[src/rtl/freq_avg.sv]
// Averages the gated counter result over 2**AVG_LOG2 windows and presents it on a valid/ready port.
// Optional range flag built only when FREQ_AVG_RANGE_EN is defined.
module freq_avg #(
  parameter int unsigned AVG_LOG2 = 2,
  parameter logic [9:0]  LO_LIMIT = 10'd100,
  parameter logic [9:0]  HI_LIMIT = 10'd900
) (
  input  logic       clk,
  input  logic       rst_n,
  input  logic       enable_sync_d2,
  input  logic [9:0] cnt,
  input  logic       clear,
  input  logic       res_ready,
  output logic       res_valid,
  output logic [9:0] res_data,
  output logic       res_overrun,
  output logic       res_oor
);

  localparam int unsigned AW       = 10 + AVG_LOG2;
  localparam logic [4:0]  IDX_LAST = 5'((1 << AVG_LOG2) - 1);

  localparam logic [1:0] S_WAIT_FALL = 2'd0;
  localparam logic [1:0] S_SETTLE    = 2'd1;
  localparam logic [1:0] S_PUBLISH   = 2'd2;

  if (AVG_LOG2 > 4 || LO_LIMIT > HI_LIMIT) begin : g_bad_cfg
    $error("freq_avg: AVG_LOG2 must be 0..4 and LO_LIMIT <= HI_LIMIT");
  end

  logic [1:0]    state_q, state_d;
  logic [AW-1:0] acc_q, acc_d;
  logic [4:0]    idx_q, idx_d;
  logic          d2_q;
  logic          valid_q, valid_d;
  logic [9:0]    data_q, data_d;
  logic          ovr_q, ovr_d;
  logic          fall;
  logic          load;
  logic [9:0]    avg;

  assign fall = d2_q & ~enable_sync_d2;
  assign avg  = acc_q[AW-1:AVG_LOG2];
  // A slot is free if empty or being consumed on this very edge.
  assign load = (state_q == S_PUBLISH) && (!valid_q || res_ready);

  always_comb begin
    state_d = state_q;
    acc_d   = acc_q;
    idx_d   = idx_q;
    valid_d = valid_q;
    data_d  = data_q;
    ovr_d   = ovr_q;

    if (valid_q && res_ready) begin
      valid_d = 1'b0;
    end

    case (state_q)
      S_WAIT_FALL: begin
        if (fall) begin
          state_d = S_SETTLE;
        end
      end
      S_SETTLE: begin
        acc_d   = acc_q + AW'(cnt);
        idx_d   = idx_q + 5'd1;
        state_d = (idx_q == IDX_LAST) ? S_PUBLISH : S_WAIT_FALL;
      end
      S_PUBLISH: begin
        acc_d   = '0;
        idx_d   = '0;
        state_d = S_WAIT_FALL;
        if (load) begin
          data_d  = avg;
          valid_d = 1'b1;
        end else begin
          ovr_d = 1'b1;
        end
      end
      default: begin
        state_d = S_WAIT_FALL;
      end
    endcase

    if (clear) begin
      state_d = S_WAIT_FALL;
      acc_d   = '0;
      idx_d   = '0;
      valid_d = 1'b0;
      ovr_d   = 1'b0;
    end
  end

  always_ff @(posedge clk or negedge rst_n) begin
    if (!rst_n) begin
      state_q <= S_WAIT_FALL;
      acc_q   <= '0;
      idx_q   <= '0;
      d2_q    <= 1'b0;
      valid_q <= 1'b0;
      data_q  <= '0;
      ovr_q   <= 1'b0;
    end else begin
      state_q <= state_d;
      acc_q   <= acc_d;
      idx_q   <= idx_d;
      d2_q    <= enable_sync_d2;
      valid_q <= valid_d;
      data_q  <= data_d;
      ovr_q   <= ovr_d;
    end
  end

`ifdef FREQ_AVG_RANGE_EN
  logic oor_q;

  // Flag travels with the data word so it always describes the value on res_data.
  always_ff @(posedge clk or negedge rst_n) begin
    if (!rst_n) begin
      oor_q <= 1'b0;
    end else if (clear) begin
      oor_q <= 1'b0;
    end else if (load) begin
      oor_q <= (avg < LO_LIMIT) || (avg > HI_LIMIT);
    end
  end

  assign res_oor = oor_q;
`else
  assign res_oor = 1'b0;
`endif

  assign res_valid   = valid_q;
  assign res_data    = data_q;
  assign res_overrun = ovr_q;

endmodule

[config.mk]
export PLATFORM = sky130hd
export DESIGN_NAME = freq_avg
export DESIGN_NICKNAME = d
export VERILOG_FILES = /design/src/rtl/freq_avg.sv
export SDC_FILE = /design/constraint.sdc
export NUM_CORES = 1
export LEC_CHECK = 0
export ABC_AREA = 1
export ABC_CLOCK_PERIOD_IN_PS = 1450
export CELL_PAD_IN_SITES_DETAIL_PLACEMENT = 1
export CELL_PAD_IN_SITES_GLOBAL_PLACEMENT = 1
export CORE_AREA = 3 3 76 78
export CTS_CLUSTER_DIAMETER = 50
export DETAILED_ROUTE_END_ITERATION = 8
export DIE_AREA = 0 0 79 81
export PLACE_DENSITY = 0.85
export SYNTH_ARGS = -nofsm -noshare
export SYNTH_HDL_FRONTEND = slang
export SYNTH_SLANG_ARGS = --single-unit
[constraint.sdc]
create_clock -name clk -period 1.45 [get_ports clk]
set_input_delay 0.29 -clock clk [delete_from_list [all_inputs] [get_ports clk]]
set_output_delay 0.29 -clock clk [all_outputs]
set_load 0.1 [all_outputs]
==> flow_metrics.tcl, run 1 <==
set metrics [dict create \
    crit_path_max_fanout 3 \
    clockBufferDepth 2 \
    synth_common_cells "nand2_1, dfrtp_1, inv_1" \
    finalClockSkew_ps 5.83 \
    io_pins 28 \
    setup.worst_path.class "reg -> reg" \
    yosys_warnings 0 \
    nets 327 \
    io_buffers 26 \
    worstPathRequired_ps 1680 \
    grt_pass1_vias 2094 \
    vias 1948 \
    yosys_register_bits 32 \
    syn_area_um2 1850 \
    synth_edf_count 0 \
    grt_usage 0.213 \
    min_path_type "in -> async" \
    yosysTopAreaCell "dfrtp_1" \
    maxCapViolCount 0 \
    path_clk_slew_ps 80 \
    synthTopCellsByArea "dfrtp_1, nand2_1, ha_1" \
    synth-seq-area-share 0.433 \
    gp_routability_congestion 0.879 \
    p_leak_nw 1.43 \
    violations "setup timing" \
    finalCritPeriodShare 1.13 \
    start_kind "register" \
    grt_pass1_wl_um 10300 \
    firstDrtPassIters 4 \
    dieArea_um2 6400 \
    final_hold_viol_count 0 \
    grt_antenna_before_repair 0 \
    placed_area_um2 2550 \
    syn_inst 233 \
    grt_overflow 0 \
    wl_um 7050 \
    cts_root_buf "clkbuf_8" \
    fin_ws_ps -188 \
    dpl.hpwl_um 4140 \
    drive_gt1_frac 0.422 \
    clock-sinks 32 \
    status "finished, violations left" \
    fmax_mhz 611 \
    antenna_cells 0 \
    holdWs_ps 352 \
    final_cell_count_no_fill 371 \
    synth.distinct_cells 28 \
    core_area_um2 5140 \
    num_rows 26 \
    cts_tree "yes" \
    powerDensity_nw_per_um2 774 \
    ys.flop_type "dfrtp_1" \
    cp.arrival_ps 1870 \
    syn_nets 260 \
    die_h_um 81 \
    critPathCaptureType "register" \
    wl_per_cell_um 19.0 \
    syn_area_per_cell_um2 7.94 \
    clk_latency_ps 300 \
    die_w_um 79 \
    final_area_um2 3030 \
    drt-initial-drc-count 107 \
    period_minus_slack_ps 1640 \
    drc 0 \
    rsz0062_at_grt "yes" \
    initial_core_util 0.360 \
    grt_max_degree 33 \
    setup_viol 9 \
    yosysMostFrequentCell "nand2_1" \
    netlist.area_leader.share 0.433 \
    place_inst 355 \
    viasPerCell 5.25 \
    antenna_left 0 \
    slew_violations 0 \
    numCtsBuffers 5 \
    h-tree-depth 2 \
    areaGrowthSynthToFinish_pct 63.8 \
    peakVddDrop_mv 0.540 \
    ys_async_sr_fraction 1.00 \
    postLayoutCoreUtil 0.589 \
]
## worst paths after layout
check | cells after the start | startpoint | end | slack (ps)
setup / recovery | 9 | acc_q[0] | acc_q[6] | -190
hold / removal | 2 | rst_n | res_data[6] | 350
setup reg to reg | 9 | acc_q[0] | acc_q[6] | -190
hold reg to reg | 2 | d2_q | state_q[0] | 500
max in group asynchronous | 2 | rst_n | res_valid | 900
min in group clk | 1 | enable_sync_d2 | d2_q | 480
## cell type report
cell class,instances,area (um^2)
multi-input combinational,165,1240
tap,70,87.6
fill,597,2110
inverter,32,120
timing repair buffer,64,671
sequential,32,806
clock inverter,2,35.0
clock buffer,6,72.6
## sequential cells by signal (all words and copies together) (netlist names)
register     count
acc_q           12
res_overrun      1
state_q          2
res_valid        1
res_data        10
idx_q            5
d2_q             1
## where the power goes
| group | internal, mW | leakage [nW] | switching (mW) |
|---|---|---|---|
| clock network | 0.510 | 0.0552 | 0.387 |
| registers | 0.920 | 0.437 | 0.0329 |
| logic | 0.220 | 0.935 | 0.273 |
| total | 1.65 | 1.43 | 0.693 |
## cell families (layout without fill, tap and decap cells)
kind of cell             after synthesis  count (layout)  synth area share
AND/OR/NAND/NOR                      113             113             0.263
buffers and inverters                 36             104            0.0839
AO/OA/AOI/OAI                         34              34             0.104
flip-flops                            32              32             0.433
adder cells (fa/ha/maj)               12              12            0.0852
multiplexers                           4               4            0.0244
other                                  1               1           0.00203
XOR/XNOR                               1               1           0.00474
## timing repair
| action | 4_1_cts | 5_1_grt |
|---|---|---|
| buffers inserted | 2 | 6 |
| hold buffers | 0 | 0 |
| pin swaps | 9 | 29 |
| resized for setup | 37 | 40 |
| setup endpoints to repair | 10 | 10 |
| cloned | 0 | 0 |
## worst max-delay path, stage by stage, from the launching register on
cell and delay [ps]:
dfrtp_1 430, ha_4 190, fa_2 370, nand3_2 100, nand3_4 80, nand2_1 80
nand2_1 80, nand2_1 70, nand2_1 60, o21ai_2 110
## placed cells by master (no fill, tap or decap), drive strengths merged
master	n
clkinv	1
a21oi	13
bufinv	1
mux2	4
o21ai	14
o21bai	1
nand4	1
nand2	70
fa	1
buf	50
inv	32
nand3	18
nor4	2
o22ai	3
clkdlybuf4s50	5
a22o	3
dfrtp	32
nor2	22
dlygate4sd2	9
ha	11
clkbuf	6
conb	1
xnor2	1
## metal layers
metal,up-vias,part of all wire,global-route usage
met1,964,0.38,0.230
met4,0,0.051,0.105
li1,880,-,-
met5,-,0,0
met3,29,0.041,0.0455
met2,75,0.53,0.392
## metrics by stage
stage	power, mW	worst slack [ps]	TNS, ps
after floorplan	1.14	-45.3	-89.1
after global placement	1.30	-486	-5090
after detailed placement	1.32	-538	-6100
after CTS	2.24	-134	-356
after global routing	2.44	-283	-1880
final	2.34	-188	-1080
Power figures use the tool's default switching activity.
==> run 2: changes to the inputs <==
--- a/config.mk
+++ b/config.mk
@@ -7,6 +7,7 @@
 export LEC_CHECK = 0
 export ABC_AREA = 1
 export ABC_CLOCK_PERIOD_IN_PS = 1450
+export CAP_MARGIN = 20
 export CELL_PAD_IN_SITES_DETAIL_PLACEMENT = 1
 export CELL_PAD_IN_SITES_GLOBAL_PLACEMENT = 1
 export CORE_AREA = 3 3 76 78
==> constraint.sdc (replaced) <==
create_clock -name clk -period 1.45 [get_ports clk]
set_input_delay 0.3625 -clock clk [delete_from_list [all_inputs] [get_ports clk]]
set_output_delay 0.3625 -clock clk [all_outputs]
set_load 0.1 [all_outputs]
==> flow_metrics.tcl, run 2 (synthesized netlist as in run 1, its figures left out) <==
set metrics [dict create \
    status "finished, violations left" \
    violations "setup timing" \
    postLayoutCoreUtil 0.583 \
    cpPeakStageDelay_ps 410 \
    path_clk_slew_ps 80 \
    switching_share 0.293 \
    wl_um 6830 \
    regToRegSetupSlack_ps -200 \
    cts_root_buf "clkbuf_8" \
    largest_register_ffs 12 \
    tns_ps -898 \
    h-tree-depth 2 \
    dieArea_um2 6400 \
    min_path_type "in -> async" \
    rr_endpoint "acc_q[10]" \
    r2r_start "acc_q[0]" \
    finalCritPeriodShare 1.14 \
    crit_path_max_fanout 3 \
    grt_overflow 0 \
    setup_viol 9 \
    pwr-share-comb 0.208 \
    top_register "acc_q" \
    cts_tree "yes" \
    wl_per_cell_um 18.4 \
    setup.worst_path.class "reg -> reg" \
    grt_usage 0.215 \
    firstDrtPassIters 4 \
    slew_violations 0 \
    maxCapViolCount 0 \
    nets 328 \
    num_rows 26 \
    fmax_mhz 605 \
    die_h_um 81 \
    start_kind "register" \
    drc 0 \
    peakVddDrop_mv 0.432 \
    grt_pass1_wl_um 10400 \
    cp.arrival_ps 1870 \
    clk_latency_ps 300 \
    areaGrowthSynthToFinish_pct 62.0 \
    intPower_mw 1.64 \
    pwr-share-seq 0.410 \
    post-place-ws_ps -613 \
    grt_pass1_vias 2168 \
    core_area_um2 5140 \
    worstPathRequired_ps 1670 \
    powerDensity_nw_per_um2 775 \
    io_buffers 26 \
    grt_max_degree 33 \
    worstPathCellList "ha_4 > fa_2 > buf_4 > nand3_2 > nand3_2 > nand2_2 > nand2_2 > a21oi_2" \
    drt-initial-drc-count 53 \
    antenna_left 0 \
    clockBufferDepth 2 \
    p_leak_nw 1.43 \
    finalClockSkew_ps 9.39 \
    gp_routability_congestion 0.882 \
    vias 1892 \
    dpl.hpwl_um 4200 \
    rsz0062_at_grt "yes" \
    die_w_um 79 \
    drive_gt1_frac 0.417 \
    viasPerCell 5.09 \
    mostFrequentLayoutCell "nand2_1" \
    switchingPower_mw 0.679 \
    final_hold_viol_count 0 \
    period_minus_slack_ps 1650 \
    numCtsBuffers 5 \
    antenna_cells 0 \
    fin_ws_ps -202 \
    clock-sinks 32 \
    io_pins 28 \
    r2r_cells 8 \
    clkPwrFrac 0.382 \
    crit_slowest_cell "dfrtp_1" \
    final_cell_mix "nand2_1, buf_4, dfrtp_1, inv_1, nand2_2" \
    initial_core_util 0.360 \
    grt_antenna_before_repair 0 \
    critPathCaptureType "register" \
]
run 2: metrics by stage:
step                      total power [mW]  hold slack [ps]  area, um^2  instances
final                                 2.32              450        3000        372
after global routing                  2.40              465        3000        372
after CTS                             2.27              458        2850        368
after detailed placement              1.32              481        2560        356
after global placement                1.30              469        2560        356
after floorplan                       1.14             66.9        1880        233
run 2: critical path: cells and delay by family (launching register included):
| kind | cells | cell delay (ps) |
|---|---|---|
| flip-flops | 1 | 410 |
| adder cells (fa/ha/maj) | 2 | 550 |
| AND/OR/NAND/NOR | 4 | 330 |
| buffers and inverters | 1 | 150 |
| AO/OA/AOI/OAI | 1 | 140 |
run 2: cell type report:
cell class	instances	area [um^2]
timing repair buffer	65	677
tap	70	87.6
fill	603	2140
clock inverter	2	35.0
clock buffer	6	72.6
multi-input combinational	165	1200
inverter	32	120
sequential	32	805
run 2: worst max path at each step:
stage | start | end | slack (ps) | depth (start not counted)
5_1_grt | acc_q[0] | acc_q[6] | -310 | 9
6_report | acc_q[0] | acc_q[10] | -200 | 8
3_5_place_dp | cnt[0] | acc_q[8] | -610 | 10
4_1_cts | acc_q[0] | acc_q[8] | -160 | 9
2_1_floorplan | acc_q[0] | acc_q[6] | -50 | 9
3_3_place_gp | cnt[0] | acc_q[8] | -560 | 9
run 2: repair_timing:
action	4_1_cts	5_1_grt
hold endpoints to repair	0	0
setup buffers	4	4
hold buffers	0	0
resized for setup	41	29
pin swaps	12	16
setup endpoints to repair	11	10
run 2: layer usage:
layer	up-vias	track usage	share of wire
li1	882	-	-
met1	939	0.226	0.38
met2	46	0.412	0.54
met3	25	0.0355	0.033
met4	0	0.107	0.046
met5	-	0	0
run 2: power by group through the flow:
| stage | Combinational, mW | Clock (mW) | Sequential, mW |
|---|---|---|---|
| 2_1_floorplan | 0.178 | 0 | 0.963 |
| 3_3_place_gp | 0.340 | 0 | 0.960 |
| 3_5_place_dp | 0.358 | 0 | 0.964 |
| 4_1_cts | 0.418 | 0.903 | 0.950 |
| 5_1_grt | 0.519 | 0.928 | 0.957 |
| 6_report | 0.482 | 0.887 | 0.952 |
==> run 3: changes to the inputs <==
==> config.mk (replaced) <==
export PLATFORM = sky130hd
export DESIGN_NAME = freq_avg
export DESIGN_NICKNAME = d
export VERILOG_FILES = /design/src/rtl/freq_avg.sv
export SDC_FILE = /design/constraint.sdc
export NUM_CORES = 1
export LEC_CHECK = 0
export ABC_AREA = 1
export ABC_CLOCK_PERIOD_IN_PS = 1800
export CAP_MARGIN = 20
export CELL_PAD_IN_SITES_DETAIL_PLACEMENT = 1
export CELL_PAD_IN_SITES_GLOBAL_PLACEMENT = 1
export CORE_AREA = 3 3 61 91
export CTS_CLUSTER_DIAMETER = 50
export DETAILED_ROUTE_END_ITERATION = 8
export DIE_AREA = 0 0 64 94
export PLACE_DENSITY = 0.87
export SYNTH_ARGS = -nofsm -noshare
export SYNTH_HDL_FRONTEND = slang
export SYNTH_SLANG_ARGS = --single-unit
==> constraint.sdc (replaced) <==
create_clock -name clk -period 1.8 [get_ports clk]
set_input_delay 0.45 -clock clk [delete_from_list [all_inputs] [get_ports clk]]
set_output_delay 0.45 -clock clk [all_outputs]
set_load 0.1 [all_outputs]
==> flow_metrics.tcl, run 3 (synthesized netlist as in run 1, its figures left out) <==
set metrics [dict create \
    status "completed" \
    regToRegSetupSlack_ps 120 \
    core_area_um2 4850 \
    wl_um 5650 \
    gp_routability_congestion 0.830 \
    die_w_um 64 \
    finalClockSkew_ps 5.03 \
    worstHoldEndpoint "state_q[1]" \
    nets 309 \
    antenna_cells 0 \
    setup_viol 0 \
    r2r_start "acc_q[0]" \
    cts_root_buf "clkbuf_8" \
    h-tree-depth 2 \
    grt_pass1_vias 1975 \
    path_clk_slew_ps 70 \
    final_cell_count_no_fill 349 \
    post-place-ws_ps -466 \
    tns_ps 0 \
    slew_violations 0 \
    areaGrowthSynthToFinish_pct 45.9 \
    worstPathRequired_ps 1960 \
    num_rows 31 \
    io_pins 28 \
    drt-initial-drc-count 45 \
    grt_pass1_wl_um 8680 \
    io_buffers 26 \
    finalCritPeriodShare 0.980 \
    initial_core_util 0.381 \
    whs_path_depth 1 \
    critPathCaptureType "register" \
    viasPerCell 5.06 \
    drive_gt1_frac 0.276 \
    largest_register_ffs 12 \
    period_minus_slack_ps 1760 \
    drc 0 \
    vias 1765 \
    firstDrtPassIters 4 \
    die_h_um 94 \
    final_hold_viol_count 0 \
    final_area_um2 2700 \
    postLayoutCoreUtil 0.556 \
    cts_tree "yes" \
    dieArea_um2 6020 \
    grt_overflow 0 \
    clock-sinks 32 \
    wl_per_cell_um 16.2 \
    top_register "acc_q" \
    fmax_mhz 567 \
    powerDensity_nw_per_um2 655 \
    grt_antenna_before_repair 0 \
    place_inst 340 \
    crit_path_max_fanout 4 \
    rr_endpoint "acc_q[4]" \
    grt_usage 0.187 \
    cts_hold_buf 0 \
    peakVddDrop_mv 0.363 \
    grt_max_degree 33 \
    mostFrequentLayoutCell "nand2_1" \
    final_cell_mix "nand2_1, dfrtp_1, inv_1, buf_4, nor2_1" \
    p_total_mw 1.77 \
    fin_ws_ps 35.5 \
    holdWs_ps 497 \
    cp.arrival_ps 1920 \
    setup.worst_path.class "in -> reg" \
    r2r_cells 6 \
    p_leak_nw 1.29 \
    dpl.hpwl_um 3900 \
    clockBufferDepth 2 \
    min_path_type "reg -> reg" \
    placed_area_um2 2420 \
    hp-start "idx_q[3]" \
    clk_latency_ps 290 \
    numCtsBuffers 5 \
    antenna_left 0 \
    start_kind "input pin" \
    maxCapViolCount 0 \
]
[run 3: cell count changes in the layout (fill, tap and decap cells not counted), moves of 5 or more]
cell             previous run  this run
nand2_4                     6         1
nand3_2                     9         4
nand2_1                    48        62
clkdlybuf4s50_1             4        12
dlygate4sd2_1              10         0
nand2_2                    16         7
nand3_1                     7        13
buf_4                      37        19
[run 3: worst max-delay path, cell delays in order]
cell	delay (ps)
clkdlybuf4s50_1	470
fa_2	440
nand3_2	110
nand3_4	100
o21ai_0	220
o21ai_0	140
[run 3: worst max path at each step]
stage | slack (ps) | endpoint | from | cells after the start
2_1_floorplan | 50 | res_data[4] | res_valid | 5
3_3_place_gp | -380 | acc_q[8] | cnt[0] | 10
3_5_place_dp | -470 | acc_q[6] | cnt[0] | 10
4_1_cts | 10 | acc_q[6] | cnt[0] | 10
5_1_grt | -60 | acc_q[4] | cnt[1] | 6
6_report | 40 | acc_q[4] | cnt[1] | 6
[run 3: timing repair]
action | in CTS | in global routing
gates resized for setup | 6 | 24
endpoints found under the setup margin | 4 | 7
pin swaps | 0 | 13
setup buffers | 0 | 1
[run 3: where the power goes]
group | internal [mW] | switching (mW) | total (mW)
Combinational | 0.139 | 0.171 | 0.309
Sequential | 0.741 | 0.0236 | 0.765
Clock | 0.409 | 0.285 | 0.694
Total | 1.29 | 0.479 | 1.77
[run 3: cell type report]
cell class                 instances  area (um^2)
tap                               66         82.6
timing repair buffer              46          539
fill                             567         2150
clock buffer                       5         68.8
inverter                          32          120
sequential                        32          801
multi-input combinational        165         1040
clock inverter                     3         42.5
[run 3: routing by layer]
| layer | global-route usage | vias to the layer above | routed length [um] |
|---|---|---|---|
| met3 | 0.0455 | 10 | 173 |
| met1 | 0.189 | 876 | 2180 |
| met2 | 0.349 | 34 | 3120 |
| met5 | 0 | - | 0 |
| li1 | - | 845 | - |
| met4 | 0.0919 | 0 | 172 |
